## config.mk

```make
export PLATFORM = sky130hd
export DESIGN_NAME = shift_exec_stage
export DESIGN_NICKNAME = d
export VERILOG_FILES = /design/src/rtl/shift_exec_stage_pkg.sv /design/src/rtl/shifter.sv /design/src/rtl/shift_exec_stage.sv
export SDC_FILE = /design/constraint.sdc
export NUM_CORES = 1
export LEC_CHECK = 0
export BUFFER_PORTS_ARGS = -buffer_cell sky130_fd_sc_hd__buf_4
export CAP_MARGIN = 20
export CORE_UTILIZATION = 58
export CTS_BUF_LIST = sky130_fd_sc_hd__clkbuf_16
export CTS_CLUSTER_SIZE = 12
export DETAILED_ROUTE_END_ITERATION = 8
export PLACE_DENSITY = 0.82
export SKIP_LAST_GASP = 1
export SLEW_MARGIN = 30
export SYNTH_ARGS = -nofsm -noshare
export SYNTH_HDL_FRONTEND = slang
export SYNTH_HIERARCHICAL = 1
export SYNTH_SLANG_ARGS = --single-unit
```

## constraint.sdc

```tcl
create_clock -name clk -period 2.95 [get_ports clk]
set_clock_uncertainty 0.15 [all_clocks]
set_input_delay 0.7375 -clock clk [delete_from_list [all_inputs] [get_ports clk]]
set_output_delay 0.7375 -clock clk [all_outputs]
set_load 0.005 [all_outputs]
```

## src/rtl/shift_exec_stage_pkg.sv

```systemverilog
// Shared constants for the shift execute stage: data/register widths, MIPS shift
// funct codes, shifter operation encodings, and the funct legality helper.
package shift_exec_stage_pkg;

  localparam int unsigned DATA_WIDTH = 32;
  localparam int unsigned REG_ADDR_W = 5;

  localparam logic [5:0] FUNCT_SLL  = 6'h00;
  localparam logic [5:0] FUNCT_SRL  = 6'h02;
  localparam logic [5:0] FUNCT_SRA  = 6'h03;
  localparam logic [5:0] FUNCT_SLLV = 6'h04;
  localparam logic [5:0] FUNCT_SRLV = 6'h06;
  localparam logic [5:0] FUNCT_SRAV = 6'h07;

  localparam logic [1:0] SHIFTOP_SLL = 2'b00;
  localparam logic [1:0] SHIFTOP_SRL = 2'b10;
  localparam logic [1:0] SHIFTOP_SRA = 2'b11;

  function automatic logic funct_is_legal(input logic [5:0] funct);
    case (funct)
      FUNCT_SLL, FUNCT_SRL, FUNCT_SRA,
      FUNCT_SLLV, FUNCT_SRLV, FUNCT_SRAV: return 1'b1;
      default:                            return 1'b0;
    endcase
  endfunction

endpackage

```

## src/rtl/shifter.sv

```systemverilog
// Combinational 32-bit barrel shifter: left, logical right, arithmetic right.
module shifter
  import shift_exec_stage_pkg::*;
(
  input  logic [DATA_WIDTH-1:0] A,
  input  logic [4:0]            B,
  input  logic [1:0]            Shiftop,
  output logic [DATA_WIDTH-1:0] Result
);

  // Shiftop[1]==0 is a left shift, so the unlisted 2'b01 code also shifts left.
  always_comb begin
    Result = A;
    if (!Shiftop[1]) begin
      Result = A << B;
    end else if (Shiftop[0]) begin
      Result = $signed(A) >>> B;
    end else begin
      Result = A >> B;
    end
  end

endmodule

```

## src/rtl/shift_exec_stage.sv

```systemverilog
// Two-stage pipelined MIPS shift execute unit with valid/ready handshake and flush.
// Optional funct legality check and out_illegal port enabled by SHIFT_ILLEGAL_CHECK_EN.
module shift_exec_stage
  import shift_exec_stage_pkg::*;
(
  input  logic                  clk,
  input  logic                  rst,
  input  logic                  flush,
  input  logic                  in_valid,
  output logic                  in_ready,
  input  logic [5:0]            in_funct,
  input  logic [4:0]            in_shamt,
  input  logic [DATA_WIDTH-1:0] in_rs,
  input  logic [DATA_WIDTH-1:0] in_rt,
  input  logic [REG_ADDR_W-1:0] in_rd,
  output logic                  out_valid,
  input  logic                  out_ready,
  output logic [DATA_WIDTH-1:0] out_result,
  output logic [REG_ADDR_W-1:0] out_rd,
  output logic                  out_wen
`ifdef SHIFT_ILLEGAL_CHECK_EN
  ,
  output logic                  out_illegal
`endif
);

  logic                  s1_valid_q, s1_valid_d;
  logic [DATA_WIDTH-1:0] s1_a_q, s1_a_d;
  logic [4:0]            s1_b_q, s1_b_d;
  logic [1:0]            s1_op_q, s1_op_d;
  logic [REG_ADDR_W-1:0] s1_rd_q, s1_rd_d;
  logic                  s1_ill_q, s1_ill_d;

  logic                  s2_valid_q, s2_valid_d;
  logic [DATA_WIDTH-1:0] s2_result_q, s2_result_d;
  logic [REG_ADDR_W-1:0] s2_rd_q, s2_rd_d;
  logic                  s2_wen_q, s2_wen_d;
`ifdef SHIFT_ILLEGAL_CHECK_EN
  logic                  s2_ill_q, s2_ill_d;
`endif

  logic                  s2_free, s1_adv, in_xfer, dec_illegal;
  logic [DATA_WIDTH-1:0] shift_result;
  logic                  unused_bits;

  assign unused_bits = ^{in_rs[DATA_WIDTH-1:5], in_funct[5:3]};

`ifdef SHIFT_ILLEGAL_CHECK_EN
  assign dec_illegal = !funct_is_legal(in_funct);
`else
  assign dec_illegal = 1'b0;
`endif

  // Flush forces in_ready high but the accepted op is dropped (in_xfer gated).
  assign s2_free  = !s2_valid_q || out_ready;
  assign s1_adv   = s1_valid_q && s2_free;
  assign in_ready = flush || !s1_valid_q || s1_adv;
  assign in_xfer  = in_valid && in_ready && !flush;

  shifter u_shifter (
    .A       (s1_a_q),
    .B       (s1_b_q),
    .Shiftop (s1_op_q),
    .Result  (shift_result)
  );

  always_comb begin
    s1_valid_d  = s1_valid_q;
    s1_a_d      = s1_a_q;
    s1_b_d      = s1_b_q;
    s1_op_d     = s1_op_q;
    s1_rd_d     = s1_rd_q;
    s1_ill_d    = s1_ill_q;
    s2_valid_d  = s2_valid_q;
    s2_result_d = s2_result_q;
    s2_rd_d     = s2_rd_q;
    s2_wen_d    = s2_wen_q;
`ifdef SHIFT_ILLEGAL_CHECK_EN
    s2_ill_d    = s2_ill_q;
`endif
    if (flush) begin
      s1_valid_d = 1'b0;
      s2_valid_d = 1'b0;
    end else begin
      if (in_xfer) begin
        s1_valid_d = 1'b1;
        s1_a_d     = in_rt;
        s1_b_d     = in_funct[2] ? in_rs[4:0] : in_shamt;
        s1_op_d    = in_funct[1:0];
        s1_rd_d    = in_rd;
        s1_ill_d   = dec_illegal;
      end else if (s1_adv) begin
        s1_valid_d = 1'b0;
      end
      if (s1_adv) begin
        s2_valid_d  = 1'b1;
        s2_result_d = s1_ill_q ? '0 : shift_result;
        s2_rd_d     = s1_rd_q;
        s2_wen_d    = (s1_rd_q != '0) && !s1_ill_q;
`ifdef SHIFT_ILLEGAL_CHECK_EN
        s2_ill_d    = s1_ill_q;
`endif
      end else if (out_ready) begin
        s2_valid_d = 1'b0;
      end
    end
  end

  always_ff @(posedge clk) begin
    if (rst) begin
      s1_valid_q  <= 1'b0;
      s1_a_q      <= '0;
      s1_b_q      <= '0;
      s1_op_q     <= '0;
      s1_rd_q     <= '0;
      s1_ill_q    <= 1'b0;
      s2_valid_q  <= 1'b0;
      s2_result_q <= '0;
      s2_rd_q     <= '0;
      s2_wen_q    <= 1'b0;
`ifdef SHIFT_ILLEGAL_CHECK_EN
      s2_ill_q    <= 1'b0;
`endif
    end else begin
      s1_valid_q  <= s1_valid_d;
      s1_a_q      <= s1_a_d;
      s1_b_q      <= s1_b_d;
      s1_op_q     <= s1_op_d;
      s1_rd_q     <= s1_rd_d;
      s1_ill_q    <= s1_ill_d;
      s2_valid_q  <= s2_valid_d;
      s2_result_q <= s2_result_d;
      s2_rd_q     <= s2_rd_d;
      s2_wen_q    <= s2_wen_d;
`ifdef SHIFT_ILLEGAL_CHECK_EN
      s2_ill_q    <= s2_ill_d;
`endif
    end
  end

  assign out_valid  = s2_valid_q;
  assign out_result = s2_result_q;
  assign out_rd     = s2_rd_q;
  assign out_wen    = s2_wen_q;
`ifdef SHIFT_ILLEGAL_CHECK_EN
  assign out_illegal = s2_ill_q;
`endif

endmodule

```

==> results of run 1 <==
-- power groups by stage --
stage | combinational [mW] | sequential, mW | clock, mW
4_1_cts | 0.904 | 1.25 | 1.10
3_5_place_dp | 0.898 | 1.28 | 0
2_1_floorplan | 0.651 | 1.23 | 0
5_1_grt | 0.985 | 1.26 | 1.15
6_report | 0.933 | 1.26 | 1.09
3_3_place_gp | 0.890 | 1.27 | 0
-- flip-flops by register name (all words and copies together) (netlist names) --
name	flops
s1_op_q	2
out_rd	5
s1_a_q	32
s1_valid_q	1
out_result	32
out_valid	1
s1_rd_q	5
out_wen	1
s1_b_q	5
-- worst reg2reg max path, cell delays in order (launching register included) --
cell                       delay (ns)
sky130_fd_sc_hd__dfxtp_4         0.55
sky130_fd_sc_hd__buf_12          0.24
sky130_fd_sc_hd__mux4_2          0.56
sky130_fd_sc_hd__mux2i_1         0.27
sky130_fd_sc_hd__o21ai_0         0.13
sky130_fd_sc_hd__a311oi_1        0.47
sky130_fd_sc_hd__nor3_1          0.12
sky130_fd_sc_hd__nand3_1         0.09
sky130_fd_sc_hd__a21oi_1         0.06
-- Yosys cell counts, drive strengths merged, types with 3 or more instances --
cell type and number:
dfxtp 84, a22oi 9, nor2 78, a211oi 11
mux2 15, clkinv 3, clkbuf 37, or3 3
mux4 61, mux2i 47, o211ai 14, nand2b 6
o311ai 4, buf 62, nor3 20, a41oi 3
a31oi 7, nand3 90, and3 3, o22ai 10
o21ai 109, and2 5, a21oi 113, nor2b 3
inv 4, nand2 54, o221ai 5
-- cells by family after synthesis --
kind of cell           synth area share, %
and+or+nand+nor                       17.2
buffers and inverters                 7.35
DFF                                   22.8
AOI/OAI and AO/OA                     25.2
muxes                                 27.5
-- per-layer routing --
metal | vias up | wire, um | global-route usage (%)
li1 | 3543 | - | -
met1 | 3681 | 9810 | 53.0
met2 | 560 | 11300 | 60.2
met3 | 87 | 2940 | 10.2
met4 | 0 | 1010 | 16.1
met5 | - | 0 | 0
-- cell type report --
type | count | area share (%)
repair buffers | 138 | 12.8
clock buffers | 9 | 2.66
inverters | 7 | 0.311
flip-flops and latches | 84 | 20.0
well taps | 168 | 2.49
multi-input cells | 710 | 61.0
clock inverters | 7 | 0.666
-- how the worst max path moves through the flow --
stage                                       end  slack, ns              startpoint  cells after the start
finish              out_result[21]$_SDFFE_PP0P_       0.19  s1_b_q[0]$_SDFFE_PP0P_                      8
global route        out_result[14]$_SDFFE_PP0P_       0.08  s1_b_q[0]$_SDFFE_PP0P_                      7
CTS                 out_result[21]$_SDFFE_PP0P_       0.23  s1_b_q[0]$_SDFFE_PP0P_                      8
detailed placement  out_result[21]$_SDFFE_PP0P_       0.24  s1_b_q[0]$_SDFFE_PP0P_                      8
global placement    out_result[21]$_SDFFE_PP0P_       0.26  s1_b_q[0]$_SDFFE_PP0P_                      8
floorplan           out_result[18]$_SDFFE_PP0P_       0.63  s1_b_q[1]$_SDFFE_PP0P_                      7
-- through the flow --
stage               hold WS, ns  setup slack, ns  cell area (sq um)  instances  util, %
floorplan                 0.300            0.632               7380        900        -
global placement          0.313            0.259               8180       1107     66.9
detailed placement        0.317            0.244               8180       1107     66.9
CTS                       0.326            0.231               8460       1123     69.3
global route              0.352           0.0762               8460       1123     69.3
finish                    0.324            0.185               8460       1123     69.3
==> Implementation_results.wiki, run 1 <==
{| class="wikitable"
! Metric !! Value
|-
| Worst Setup Path Type || flip-flop to flip-flop
|-
| Area share of the largest cell type after synthesis || a little under a quarter
|-
| # DRC || 0
|-
| Final critical delay including setup and external delays || approximately 2.8 ns
|-
| Sink count of the clock tree || 84
|-
| Hold violation count in the final report || 0
|-
| Reg-to-reg slack, setup || 0.19 ns
|-
| Effective utilization at floorplan || about 60%
|-
| Cell at the root of the clock tree || sky130_fd_sc_hd__clkbuf_16
|-
| Die Span X || approximately 110 um
|-
| Ports placed on the boundary || about 130
|-
| Outcome || complete, no violations
|-
| Cells along the critical path || buf_12 -> mux4_2 -> mux2i_1 -> o21ai_0 -> a311oi_1 -> nor3_1 -> nand3_1 -> a21oi_1
|-
| Type of destination of the critical path || flip-flop
|-
| Bufs and invs on worst path || 1
|-
| Max-capacitance violation count || 0
|-
| Arrival time reported for the critical path endpoint || 2.82 ns
|-
| Dpl hpwl || approximately 18000 um
|-
| Proportion of synthesized chip area in sequential cells || between 20 and 25%
|-
| Area of the die || roughly 13000 sq um
|-
| Worst r2r src || s1_b_q[0]$_SDFFE_PP0P_
|-
| Mapped cell area || approximately 7400 sq um
|-
| Die boundary height || between 100 and 150 um
|-
| Pin count of the biggest net entering global routing || 85
|-
| Net switching component of the power || 1.13 mW
|-
| Data required, critical path || about 3 ns
|-
| R2r worst-path depth || 8
|-
| Clock Power Share || around 33%
|-
| Highest attainable clock frequency || between 300 and 400 MHz
|-
| Total GRT Usage || 39.3%
|-
| Final sum of negative setup slack || 0 ns
|-
| Multi-input combinational cell area || between 5000 and 6000 sq um
|-
| Largest delay contributor family on the critical path || multiplexers
|-
| Post-cts sizing count || 0
|-
| Total inserted antenna cells || 0
|-
| Global-route wire length before repair || roughly 40000 um
|-
| NumNets Final || slightly above 1k
|-
| Clock slew at the register clock pins of the worst setup and hold paths || about 0.070 ns
|-
| Internal Pwr Total || about 2.2 mW
|-
| Routed len/inst || roughly 22 um
|-
| Worst hold endpoint || out_result[4]$_SDFFE_PP0P_
|-
| Number of global-route vias before repair || 7177
|-
| Clk Latency, worst-skew pair || between 0.3 and 0.4 ns
|-
| Async set-reset flop share out of synthesis || 0%
|-
| Total core area || around 12000 sq um
|-
| Number of instances in the synthesized netlist || 900
|-
| Syn Area/Cell || about 8 sq um
|-
| Unrepaired setup endpoints after global routing || false
|-
| Antenna violations before repair || 0
|-
| Distinct cell type count of the synthesized netlist || 70
|-
| Cts bufs inserted || 9
|-
| End of the worst register-to-register path || out_result[21]$_SDFFE_PP0P_
|-
| # hold bufs at CTS || 0
|-
| Total congestion overflow after global routing || 0
|-
| Buffers added on ports || 94
|-
| Count of TritonRoute iterations in the first routing pass || 8
|-
| Worst vdd ir || about 0.0004 V
|-
| Combinational fraction of design power || between 20% and 30%
|-
| Number of slew-limit violations in the final report || 0
|-
| Worst rel slew slack || 40.8%
|-
| Pwr Density || about 390 nW/um^2
|-
| Synth area leaders || sky130_fd_sc_hd__dfxtp_1 (23%), sky130_fd_sc_hd__mux4_2 (18%), sky130_fd_sc_hd__a21oi_1 (7.7%)
|-
| Cell depth of the worst min-delay path || 2
|-
| Vias after detailed routing || 7871
|-
| Footprint of the flip-flops and latches || 1690 sq um
|-
| Post-route ant nets || 0
|-
| Final number of setup-violating endpoints || 0
|-
| DR vias/cell || between 7 and 8
|-
| Worst Tran Pin Value || 0.888 ns
|-
| Cell accounting for the most synthesized area || sky130_fd_sc_hd__dfxtp_1
|-
| Number of flops mapped to enable cells by yosys || 0
|-
| Fraction of layout instances using a drive strength above 1 || 25.5%
|-
| CTS tree || done
|-
| Maximum level of the CTS H-tree || 3
|-
| Maximum fanout along the worst path || 25
|-
| Leakage power || 3.01 nW
|-
| Post-CTS setup buffer count || 0
|-
| Number of placement rows || 40
|-
| Commonest non-fill, non-tap cell in the layout || sky130_fd_sc_hd__buf_4
|-
| Switching Fraction || 34.3%
|-
| First-iteration detailed-routing DRC count || 1220
|-
| Drt total wl || roughly 25000 um
|-
| Longest Clk Path Bufs || 2
|-
| Peak per-stage delay on the critical path || 0.55 ns
|-
| Worst hold-check path type || flip-flop to flip-flop
|-
| Most frequent cells in the layout || sky130_fd_sc_hd__buf_4 (134), sky130_fd_sc_hd__a21oi_1 (113), sky130_fd_sc_hd__nand3_1 (90), sky130_fd_sc_hd__dfxtp_1 (80), sky130_fd_sc_hd__nor2_1 (76)
|-
| Ys Warns || 6
|-
| Period utilization || a little over nine tenths
|-
| Routability congestion estimate || 1.04
|-
| Synth-to-Final Area Change || 14.5%
|-
| Sequential power share || 38.3%
|-
| # fillers || around 1.1k
|-
| Total nets after synthesis || ~990
|-
| Crit path launch type || flip-flop
|-
| Number of flip-flops and latches in the synthesized netlist || 84
|-
| Predominant post-synthesis flop cell || sky130_fd_sc_hd__dfxtp_1
|-
| CP max-delay cell || sky130_fd_sc_hd__dfxtp_4
|-
| Total chip power || 3.28 mW
|-
| Hold wc startpoint || out_result[4]$_SDFFE_PP0P_
|}
(Power assumes the default switching activity.)
==> run 2, diff against run 1 <==
--- a/config.mk
+++ b/config.mk
@@ -6,12 +6,11 @@
 export NUM_CORES = 1
 export LEC_CHECK = 0
 export BUFFER_PORTS_ARGS = -buffer_cell sky130_fd_sc_hd__buf_4
-export CAP_MARGIN = 20
-export CORE_UTILIZATION = 58
+export CORE_UTILIZATION = 63
 export CTS_BUF_LIST = sky130_fd_sc_hd__clkbuf_16
 export CTS_CLUSTER_SIZE = 12
 export DETAILED_ROUTE_END_ITERATION = 8
-export PLACE_DENSITY = 0.82
+export PLACE_DENSITY = 0.88
 export SKIP_LAST_GASP = 1
 export SLEW_MARGIN = 30
 export SYNTH_ARGS = -nofsm -noshare
==> constraint.sdc (replaced) <==
create_clock -name clk -period 3.4 [get_ports clk]
set_clock_uncertainty 0.15 [all_clocks]
set_input_delay 0.85 -clock clk [delete_from_list [all_inputs] [get_ports clk]]
set_output_delay 0.85 -clock clk [all_outputs]
set_load 0.005 [all_outputs]
==> run 2 against run 1 <==
Maximum frequency is 8.9% lower. Critical endpoint is now out_result[1]$_SDFFE_PP0P_. Routed wire length grew 7.6%. Sequential share of layout area rose by 0.28 points. Die area decreased by 7.8%. Non-clock buffer count is 13 lower. Utilization grew 3.8 points. Largest power group unchanged. Clock-buffer cell count is the same. Worst hold slack improved by 0.0018 ns. Combinational power shrank 13%. Clock power fell by 13%.
==> Implementation_results.wiki, run 2 (same netlist as run 1, synthesis figures left out) <==
{| class="wikitable"
! Metric !! Value
|-
| Outcome || complete, no violations
|-
| Post-cts sizing count || 0 (unchanged)
|-
| Leakage power || 2.94 nW (-2.2%)
|-
| # hold bufs at CTS || 0 (unchanged)
|-
| Post-CTS setup buffer count || 0 (unchanged)
|-
| Hold violation count in the final report || 0 (unchanged)
|-
| Routed len/inst || 24.9 um (+11%)
|-
| Final Worst Setup Slack || 0.366 ns (+0.181 ns)
|-
| Placed Instances || 1069 (-3.4%)
|-
| NumNets Final || 1022 (-1.3%)
|-
| Final number of setup-violating endpoints || 0 (unchanged)
|-
| Highest attainable clock frequency || 330 MHz (-8.9%)
|-
| Die boundary height || 110 um (-4.0%)
|-
| Worst Tran Pin Value || 0.947 ns (+0.0597 ns)
|-
| Type of destination of the critical path || flip-flop
|-
| Clk Latency, worst-skew pair || 0.35 ns (about the same)
|-
| Post-placement setup slack || 0.544 ns (+0.299 ns)
|-
| Most frequent cells in the layout || sky130_fd_sc_hd__buf_4 (120), sky130_fd_sc_hd__a21oi_1 (113), sky130_fd_sc_hd__nand3_1 (90), sky130_fd_sc_hd__dfxtp_1 (80), sky130_fd_sc_hd__nor2_1 (76)
|-
| Vias after detailed routing || 7980 (+1.4%)
|-
| Arrival time reported for the critical path endpoint || 3.09 ns (+0.27 ns)
|-
| DR vias/cell || 7.35 (+4.9%)
|-
| # DRC || 0 (unchanged)
|-
| Placed standard-cell area || 8060 sq um (-1.4%)
|-
| Data required, critical path || 3.45 ns (+0.45 ns)
|-
| Dpl hpwl || 19000 um (+6.1%)
|-
| Antenna violations before repair || 1 (+1)
|-
| Buffers added on ports || 94 (unchanged)
|-
| Die Span X || 110 um (-4.0%)
|-
| Pwr Density || 342 nW/um^2 (-12%)
|-
| End of the worst register-to-register path || out_result[1]$_SDFFE_PP0P_
|-
| Count of TritonRoute iterations in the first routing pass || 7 (-1)
|-
| Number of slew-limit violations in the final report || 0 (unchanged)
|-
| Peak per-stage delay on the critical path || 0.65 ns (+0.10 ns)
|-
| Number of placement rows || 39 (-2.5%)
|-
| Bufs and invs on worst path || 1 (unchanged)
|-
| Total GRT Usage || 46.0% (+6.8 points)
|-
| Worst hold endpoint || out_result[9]$_SDFFE_PP0P_
|-
| Largest delay contributor family on the critical path || multiplexers
|-
| Worst vdd ir || 0.000423 V (+7.2%)
|-
| Total inserted antenna cells || 0 (unchanged)
|-
| Clock slew at the register clock pins of the worst setup and hold paths || 0.07 ns (about the same)
|-
| Cts bufs inserted || 9 (unchanged)
|-
| Pin count of the biggest net entering global routing || 85 (unchanged)
|-
| Total core area || 11400 sq um (-6.5%)
|-
| Drt total wl || 27000 um (+7.6%)
|-
| Routability congestion estimate || 1.00 (-4.1%)
|-
| Worst hold-check path type || flip-flop to flip-flop
|-
| Final sum of negative setup slack || 0 ns (unchanged)
|-
| Fin Hold WS || 0.326 ns (+0.00183 ns)
|-
| Commonest non-fill, non-tap cell in the layout || sky130_fd_sc_hd__buf_4
|-
| Worst rel slew slack || 36.6% (-4.2 points)
|-
| Maximum level of the CTS H-tree || 3 (unchanged)
|-
| Maximum fanout along the worst path || 28 (+12%)
|-
| Unrepaired setup endpoints after global routing || false
|-
| Max-capacitance violation count || 0 (unchanged)
|-
| Post-route ant nets || 0 (unchanged)
|-
| Sink count of the clock tree || 84 (unchanged)
|-
| Design Area, Final || 8340 sq um (-1.4%)
|-
| Effective utilization at floorplan || 64.7% (+4.2 points)
|-
| Fraction of layout instances using a drive strength above 1 || 24.5% (-1.0 points)
|-
| Cell at the root of the clock tree || sky130_fd_sc_hd__clkbuf_16
|-
| Final cell count without fillers || 1085 (-3.4%)
|-
| Cells along the critical path || buf_12 -> mux4_2 -> mux2_2 -> and3_1 -> a31oi_1 -> o22ai_1 -> nand3_1 -> a21oi_1
|-
| Period utilization || 89.2% (-4.5 points)
|-
| Area of the die || 12200 sq um (-7.8%)
|-
| Reg-to-reg slack, setup || 0.37 ns (+0.18 ns)
|-
| Ports placed on the boundary || 125 (unchanged)
|-
| Synth-to-Final Area Change || 13.0%
|-
| Worst Setup Path Type || flip-flop to flip-flop
|-
| First-iteration detailed-routing DRC count || 1276 (+4.6%)
|-
| Global-route wire length before repair || 41000 um (+3.3%)
|-
| Number of global-route vias before repair || 7169 (-0.11%)
|-
| Hold wc startpoint || out_result[9]$_SDFFE_PP0P_
|-
| R2r worst-path depth || 8 (unchanged)
|-
| Worst r2r src || s1_b_q[0]$_SDFFE_PP0P_
|-
| # fillers || 894 (-16%)
|-
| CTS tree || done
|-
| Crit path launch type || flip-flop
|-
| Longest Clk Path Bufs || 2 (unchanged)
|-
| CP max-delay cell || sky130_fd_sc_hd__dfxtp_4
|-
| Cell depth of the worst min-delay path || 2 (unchanged)
|-
| Final critical delay including setup and external delays || 3.03 ns (+0.269 ns)
|-
| Total congestion overflow after global routing || 0 (unchanged)
|}
run 2: changes by cell type in the layout (fill, tap and decap cells not counted):
cell                         before  now
sky130_fd_sc_hd__buf_12           4    5
sky130_fd_sc_hd__clkinvlp_4       1    2
sky130_fd_sc_hd__buf_4          134  120
sky130_fd_sc_hd__inv_4            1    0
run 2: where the power goes:
| group | switching, mW | internal [mW] | total, mW |
|---|---|---|---|
| Clock | 0.438 | 0.505 | 0.943 |
| Combinational | 0.477 | 0.335 | 0.812 |
| Sequential | 0.0849 | 1.02 | 1.10 |
| Total | 1.00 | 1.86 | 2.86 |
run 2: how the worst max path moves through the flow:
stage / endpoint / depth (start not counted) / slack [ns] / from
after floorplan: out_result[18]$_SDFFE_PP0P_ / 7 / 1.08 / s1_b_q[1]$_SDFFE_PP0P_
after global placement: out_result[2]$_SDFFE_PP0P_ / 7 / 0.54 / s1_b_q[0]$_SDFFE_PP0P_
after detailed placement: out_result[14]$_SDFFE_PP0P_ / 7 / 0.54 / s1_b_q[0]$_SDFFE_PP0P_
after CTS: out_result[14]$_SDFFE_PP0P_ / 7 / 0.53 / s1_b_q[0]$_SDFFE_PP0P_
after global routing: out_result[1]$_SDFFE_PP0P_ / 8 / 0.22 / s1_b_q[0]$_SDFFE_PP0P_
final: out_result[1]$_SDFFE_PP0P_ / 8 / 0.37 / s1_b_q[0]$_SDFFE_PP0P_
run 2: routing by layer:
metal	global-route usage [%]	part of all wire, %	up-vias	wire (um)
met5	0	0.033	-	9
met4	24.1	5.6	2	1510
met3	15.0	13	147	3490
met2	67.3	44	589	11800
met1	60.5	38	3728	10200
li1	-	-	3514	-
run 2: stage by stage:
stage               power, mW  utilization [%]
finish                   2.86             73.1
global route             2.95             73.1
CTS                      2.82             73.1
detailed placement       1.88             70.6
global placement         1.87             70.6
floorplan                1.63                -
run 2: area by class of cell:
type | count | area, sq um | share of cell area (%)
flip-flops and latches | 84 | 1690 | 20.3
well taps | 143 | 179 | 2.14
clock inverters | 7 | 57.6 | 0.690
clock buffers | 9 | 225 | 2.70
repair buffers | 125 | 1000 | 12.0
inverters | 7 | 26.3 | 0.315
multi-input cells | 710 | 5160 | 61.9
run 2: worst reg2reg max path, stage by stage, from the launching register on:
cell	delay, ns
sky130_fd_sc_hd__dfxtp_4	0.65
sky130_fd_sc_hd__buf_12	0.28
sky130_fd_sc_hd__mux4_2	0.53
sky130_fd_sc_hd__mux2_2	0.30
sky130_fd_sc_hd__and3_1	0.19
sky130_fd_sc_hd__a31oi_1	0.39
sky130_fd_sc_hd__o22ai_1	0.22
sky130_fd_sc_hd__nand3_1	0.12
sky130_fd_sc_hd__a21oi_1	0.06
